===== src/rtl/tpp_pkg.sv =====
// Shared constants for the TPP datapath: header field offsets, the hop-update
// FSM state encoding and the TPP instruction opcodes.
package tpp_pkg;

   localparam logic [15:0] TPP_ETHERTYPE_DEF = 16'h6666;
   localparam int unsigned ETHERTYPE_LSB     = 96;
   localparam int unsigned HOP_LSB           = 0;
   localparam int unsigned DST_PORT_LSB_DEF  = 24;

   localparam logic [2:0] ST_CAP0  = 3'd0;
   localparam logic [2:0] ST_CAP1  = 3'd1;
   localparam logic [2:0] ST_EMIT0 = 3'd2;
   localparam logic [2:0] ST_EMIT1 = 3'd3;
   localparam logic [2:0] ST_PASS  = 3'd4;

   localparam logic [7:0] TPP_OP_NOP   = 8'h00;
   localparam logic [7:0] TPP_OP_PUSH  = 8'h01;
   localparam logic [7:0] TPP_OP_LOAD  = 8'h02;
   localparam logic [7:0] TPP_OP_STORE = 8'h03;
   localparam logic [7:0] TPP_OP_POP   = 8'h04;
   localparam logic [7:0] TPP_OP_CEXEC = 8'h05;

endpackage


===== src/rtl/tpp_hop_update.sv =====
// Increments the saturating TPP hop count in beat 1 and clears the destination
// port of packets over the hop limit; fully registered AXI-Stream master.
module tpp_hop_update
   import tpp_pkg::*;
#(
   parameter int          C_S_AXIS_DATA_WIDTH  = 256,
   parameter int          C_M_AXIS_DATA_WIDTH  = 256,
   parameter int          C_S_AXIS_TUSER_WIDTH = 128,
   parameter int          C_M_AXIS_TUSER_WIDTH = 128,
   parameter logic [15:0] TPP_ETHERTYPE        = TPP_ETHERTYPE_DEF,
   parameter logic [7:0]  HOP_LIMIT            = 8'd16,
   parameter int          DST_PORT_LSB         = DST_PORT_LSB_DEF
) (
   input  logic                                 axi_aclk,
   input  logic                                 reset,
   input  logic [C_S_AXIS_DATA_WIDTH-1:0]       s_axis_tdata,
   input  logic [C_S_AXIS_DATA_WIDTH/8-1:0]     s_axis_tstrb,
   input  logic [C_S_AXIS_TUSER_WIDTH-1:0]      s_axis_tuser,
   input  logic                                 s_axis_tvalid,
   input  logic                                 s_axis_tlast,
   output logic                                 s_axis_tready,
   output logic [C_M_AXIS_DATA_WIDTH-1:0]       m_axis_tdata,
   output logic [C_M_AXIS_DATA_WIDTH/8-1:0]     m_axis_tstrb,
   output logic [C_M_AXIS_TUSER_WIDTH-1:0]      m_axis_tuser,
   output logic                                 m_axis_tvalid,
   output logic                                 m_axis_tlast,
   input  logic                                 m_axis_tready,
   output logic [31:0]                          tpp_pkt_count,
   output logic [31:0]                          tpp_drop_count
);

   function automatic logic [7:0] hop_sat_inc(input logic [7:0] hop);
      return (hop == 8'hFF) ? 8'hFF : hop + 8'd1;
   endfunction

   logic [2:0]                            state;
   logic [C_S_AXIS_DATA_WIDTH-1:0]        a_data_p0, b_data_p1;
   logic [C_S_AXIS_DATA_WIDTH/8-1:0]      a_strb_p0, b_strb_p1;
   logic [C_S_AXIS_TUSER_WIDTH-1:0]       a_user_p0, b_user_p1;
   logic                                  a_last_p0, b_last_p1;
   logic                                  is_tpp_p0;

   logic       out_free;
   logic       accept;
   logic       eth_match;
   logic [7:0] hop_new;
   logic       hop_over;

   assign out_free  = ~m_axis_tvalid | m_axis_tready;
   assign accept    = s_axis_tvalid & s_axis_tready;
   assign eth_match = (s_axis_tdata[ETHERTYPE_LSB +: 16] == TPP_ETHERTYPE);
   assign hop_new   = hop_sat_inc(s_axis_tdata[HOP_LSB +: 8]);
   assign hop_over  = (hop_new > HOP_LIMIT);

   always_comb begin
      s_axis_tready = 1'b0;
      if (!reset) begin
         case (state)
            ST_CAP0, ST_CAP1: s_axis_tready = 1'b1;
            ST_PASS:          s_axis_tready = out_free;
            default:          s_axis_tready = 1'b0;
         endcase
      end
   end

   always_ff @(posedge axi_aclk) begin
      if (reset) begin
         state          <= ST_CAP0;
         a_data_p0      <= '0;
         a_strb_p0      <= '0;
         a_user_p0      <= '0;
         a_last_p0      <= 1'b0;
         b_data_p1      <= '0;
         b_strb_p1      <= '0;
         b_user_p1      <= '0;
         b_last_p1      <= 1'b0;
         is_tpp_p0      <= 1'b0;
         m_axis_tdata   <= '0;
         m_axis_tstrb   <= '0;
         m_axis_tuser   <= '0;
         m_axis_tvalid  <= 1'b0;
         m_axis_tlast   <= 1'b0;
         tpp_pkt_count  <= '0;
         tpp_drop_count <= '0;
      end else begin
         // Output stage: valid drops once consumed unless reloaded below.
         if (m_axis_tready)
            m_axis_tvalid <= 1'b0;

         case (state)
            ST_CAP0: if (accept) begin
               a_data_p0 <= s_axis_tdata;
               a_strb_p0 <= s_axis_tstrb;
               a_user_p0 <= s_axis_tuser;
               a_last_p0 <= s_axis_tlast;
               is_tpp_p0 <= eth_match;
               state     <= s_axis_tlast ? ST_EMIT0 : ST_CAP1;
            end
            ST_CAP1: if (accept) begin
               // Beat 1 capture; the drop decision rewrites the held beat 0.
               b_data_p1 <= s_axis_tdata;
               b_strb_p1 <= s_axis_tstrb;
               b_user_p1 <= s_axis_tuser;
               b_last_p1 <= s_axis_tlast;
               if (is_tpp_p0) begin
                  b_data_p1[HOP_LSB +: 8] <= hop_new;
                  tpp_pkt_count           <= tpp_pkt_count + 32'd1;
                  if (hop_over) begin
                     a_user_p0[DST_PORT_LSB +: 8] <= 8'h00;
                     tpp_drop_count               <= tpp_drop_count + 32'd1;
                  end
               end
               state <= ST_EMIT0;
            end
            ST_EMIT0: if (out_free) begin
               m_axis_tdata  <= a_data_p0;
               m_axis_tstrb  <= a_strb_p0;
               m_axis_tuser  <= a_user_p0;
               m_axis_tlast  <= a_last_p0;
               m_axis_tvalid <= 1'b1;
               state         <= a_last_p0 ? ST_CAP0 : ST_EMIT1;
            end
            ST_EMIT1: if (out_free) begin
               m_axis_tdata  <= b_data_p1;
               m_axis_tstrb  <= b_strb_p1;
               m_axis_tuser  <= b_user_p1;
               m_axis_tlast  <= b_last_p1;
               m_axis_tvalid <= 1'b1;
               state         <= b_last_p1 ? ST_CAP0 : ST_PASS;
            end
            ST_PASS: if (accept) begin
               m_axis_tdata  <= s_axis_tdata;
               m_axis_tstrb  <= s_axis_tstrb;
               m_axis_tuser  <= s_axis_tuser;
               m_axis_tlast  <= s_axis_tlast;
               m_axis_tvalid <= 1'b1;
               if (s_axis_tlast)
                  state <= ST_CAP0;
            end
            default: state <= ST_CAP0;
         endcase
      end
   end

endmodule


===== config.mk =====
export PLATFORM = sky130hd
export DESIGN_NAME = tpp_hop_update
export DESIGN_NICKNAME = d
export VERILOG_FILES = /design/src/rtl/tpp_pkg.sv /design/src/rtl/tpp_hop_update.sv
export SDC_FILE = /design/constraint.sdc
export NUM_CORES = 2
export LEC_CHECK = 0
export ABC_CLOCK_PERIOD_IN_PS = 3000
export CORE_AREA = 4 4 346 348
export DETAILED_ROUTE_END_ITERATION = 8
export DIE_AREA = 0 0 350 352
export HOLD_SLACK_MARGIN = 0.06
export PLACE_DENSITY_LB_ADDON = 0.08
export SYNTH_ARGS = -nofsm -noshare
export SYNTH_HDL_FRONTEND = slang
export SYNTH_SLANG_ARGS = --single-unit

===== constraint.sdc =====
create_clock -name axi_aclk -period 3 [get_ports axi_aclk]
set_input_delay 0.6 -clock axi_aclk [delete_from_list [all_inputs] [get_ports axi_aclk]]
set_output_delay 0.6 -clock axi_aclk [all_outputs]
set_load 0.05 [all_outputs]

==> reports/results.ini <==
[status]
status = complete, no violations

[clocking]
h-tree-depth = 4
clkLatencyLatePin_ps = 730
hold_buffers = 0
cts_buffers = 145
cts.clk_slew.worst_paths_ps = 60
clock_path_buffers = 3
post_cts_resized = 0
tritoncts = built
cts_root_buf = clkbuf_16
cts.sinks = 1320
post_cts_buffers = 0

[logic_synthesis]
syn_area_per_cell_um2 = 7.96
synth_xor_area_frac = 0.00357
ys_async_sr_fraction = 0
syn_nets = 6896
ys_ff_latch = 1320
yosys_warnings = 0
mappedNetlistArea_um2 = 51500
synth_mux_area_frac = 0.00714
synth-edff-count = 0
yosys_most_used_dff = dfxtp_1
synthSimpleGateAreaFrac = 0.208
synth-compound-area-share = 0.224
ys_seq_area_frac = 0.513
synth_top_family_by_area = compound AO/OA/AOI/OAI gates
postSynthCellCount = 6472
synthAdderAreaFrac = 0.000729
synth.distinct_cells = 47

[timing]
post-route-period-util = 0.934
setup_viol = 0
drv_slew = 0
fin_worst_skew_ps = 30.9
layout_setup_ws_ps = 199
rsz0062_at_grt = false
worst_pin_slew_ps = 1160
whs_ps = 450
maxSlewHeadroom = 0.230
min_period_ps = 2800
finalHoldViolCount = 0
max_clock_freq_mhz = 357

[run]
maxCapViolCount = 0

[pwr]
power_density_nw_per_um2 = 647
max-vdd-ir-drop_v = 0.000434
power.internal_uw = 31400
leakagePower_uw = 0.0218
seq_power_share = 0.436
p_sw_frac = 0.281
clock_power_share = 0.402
p_switching_uw = 12300
pwr-share-comb = 0.162

[grt]
antenna_found_initial = 56
grt_pass1_vias = 44400
grtUsageMet2 = 0.433
gr-max-usage-layer = met2
met3_usage = 0.0805
grt.met1_usage = 0.347
grt_pass1_wl_um = 271000
grt_max_degree = 244
grt_overflow_total = 0
track_usage = 0.277

[worst_setup_path]
required_ps = 2400
arrival_ps = 2200
critPathLaunchType = flip-flop
endpoint_kind = primary output
r2r_slack_ps = 450
r2r_start = state[2]$_SDFFE_PP0P_
r2r_cells = 5
critical_path_class = flip-flop to primary output
crit_chain = clkdlybuf4s50_1
critPathMaxFanout = 8
worst-path-buf-inv = 1
regToRegEndpoint = tpp_pkt_count[31]$_SDFFE_PP0P_
cp_top_family = buffers and inverters
critPathMaxStageDelay_ps = 980
cp_slowest_cell = clkdlybuf4s50_1

[cells_and_area]
fin_util = 0.581
layout.nets = 7525
syn_to_final_growth_pct = 31.1
drive_above_1_share = 0.0587
layout_common_cells = 2,100 x nand2_1, 1,320 x dfxtp_1, 900 x clkdlybuf4s50_1
layout.cells.non_filler = 8772
nFillCells = 10600
final_common_cell = nand2_1

[floorplan]
num_rows = 125
dieArea_um2 = 123000
coreArea_um2 = 116000
die_y_um = 352
initial_core_util = 0.443
io_pins = 904
die_w_um = 350

[routing]
wl_per_cell_um = 20.5
routed-via-count = 48700
drc = 0
post_drt_via_cell_ratio = 5.56
antenna_left = 0
dr.pass1.iters = 6
drt_wl_total_um = 180000
drt-initial-drc-count = 4225

[place]
globalplace.congestion = 0.842
place_hpwl_um = 115000
post-place-ws_ps = -271
post-place-cells = 8478
port_buffers = 903

[worst_hold_path]
hold_depth = 2
hp-start = a_strb_p0[24]$_SDFFE_PP0P_
whs_endpoint = m_axis_tstrb[24]$_SDFFE_PP0P_
hp-class = flip-flop to flip-flop

==> power by group through the flow <==
stage	registers, µW	clock network, µW	logic, µW
3_3_place_gp	19400	0	7060
6_report	19000	17600	7090
2_1_floorplan	21200	0	2240
5_1_grt	19100	18600	7550
3_5_place_dp	19400	0	7100
4_1_cts	19000	17900	7120
==> stage by stage <==
stage	total power [µW]	cell area, µm²	TNS (ps)
2_1_floorplan	23400	51500	0
3_3_place_gp	26400	62700	-4110
3_5_place_dp	26500	62700	-5890
4_1_cts	44100	67400	0
5_1_grt	45300	67500	0
6_report	43700	67500	0
==> registers in the layout, summed over array words and instances (netlist names), 128 cells and up <==
register / cells
a_data_p0: 256
a_user_p0: 128
b_data_p1: 256
b_user_p1: 128
m_axis_tdata: 256
m_axis_tuser: 128
==> cells by family after synthesis <==
group	Yosys count
buffers and inverters	595
AOI/OAI and AO/OA	1754
xor gates and xnor gates	21
and+or+nand+nor	2746
adders and majority gates	3
DFF	1320
muxes	33
==> cell type report <==
type	count	area (µm²)	area share
Antenna cell	45	113	0.00167
Inverter	8	30.0	0.000445
Timing Repair Buffer	1069	11500	0.170
Tap cell	1524	1910	0.0282
Multi-Input combinational cell	4557	22900	0.339
Sequential cell	1320	26400	0.391
Clock buffer	218	4290	0.0635
Clock inverter	31	384	0.00569
==> cell usage after synthesis (19+ instances only) <==
cell,number,share of area
o21ai_0,20,0.0019
mux2_2,30,0.0066
a211oi_1,20,0.0029
nand4_1,19,0.0023
nor2b_1,33,0.0040
a22oi_1,417,0.061
nand3_1,39,0.0038
nand2_1,2101,0.15
nor2_1,489,0.036
a21oi_1,847,0.082
a311oi_1,418,0.071
clkbuf_1,566,0.041
dfxtp_1,1320,0.51
==> routing by layer <==
layer | routed length (µm) | share of wire
met3 | 15900 | 0.088
met5 | 148 | 0.00082
met2 | 82900 | 0.46
met1 | 72800 | 0.40
met4 | 8250 | 0.046
==> worst max-delay path by stage <==
stage / startpoint / end / slack [ps] / cells after the start
floorplan: reset / s_axis_tready / 130 / 4
global placement: s_axis_tdata[0] / tpp_drop_count[20]$_SDFFE_PP0P_ / -150 / 8
detailed placement: s_axis_tdata[0] / tpp_drop_count[30]$_SDFFE_PP0P_ / -270 / 8
CTS: tpp_drop_count[8]$_SDFFE_PP0P_ / tpp_drop_count[8] / 130 / 1
global route: tpp_drop_count[8]$_SDFFE_PP0P_ / tpp_drop_count[8] / 160 / 1
finish: tpp_drop_count[8]$_SDFFE_PP0P_ / tpp_drop_count[8] / 200 / 1
Note: power is estimated with default switching activity, not from simulation.
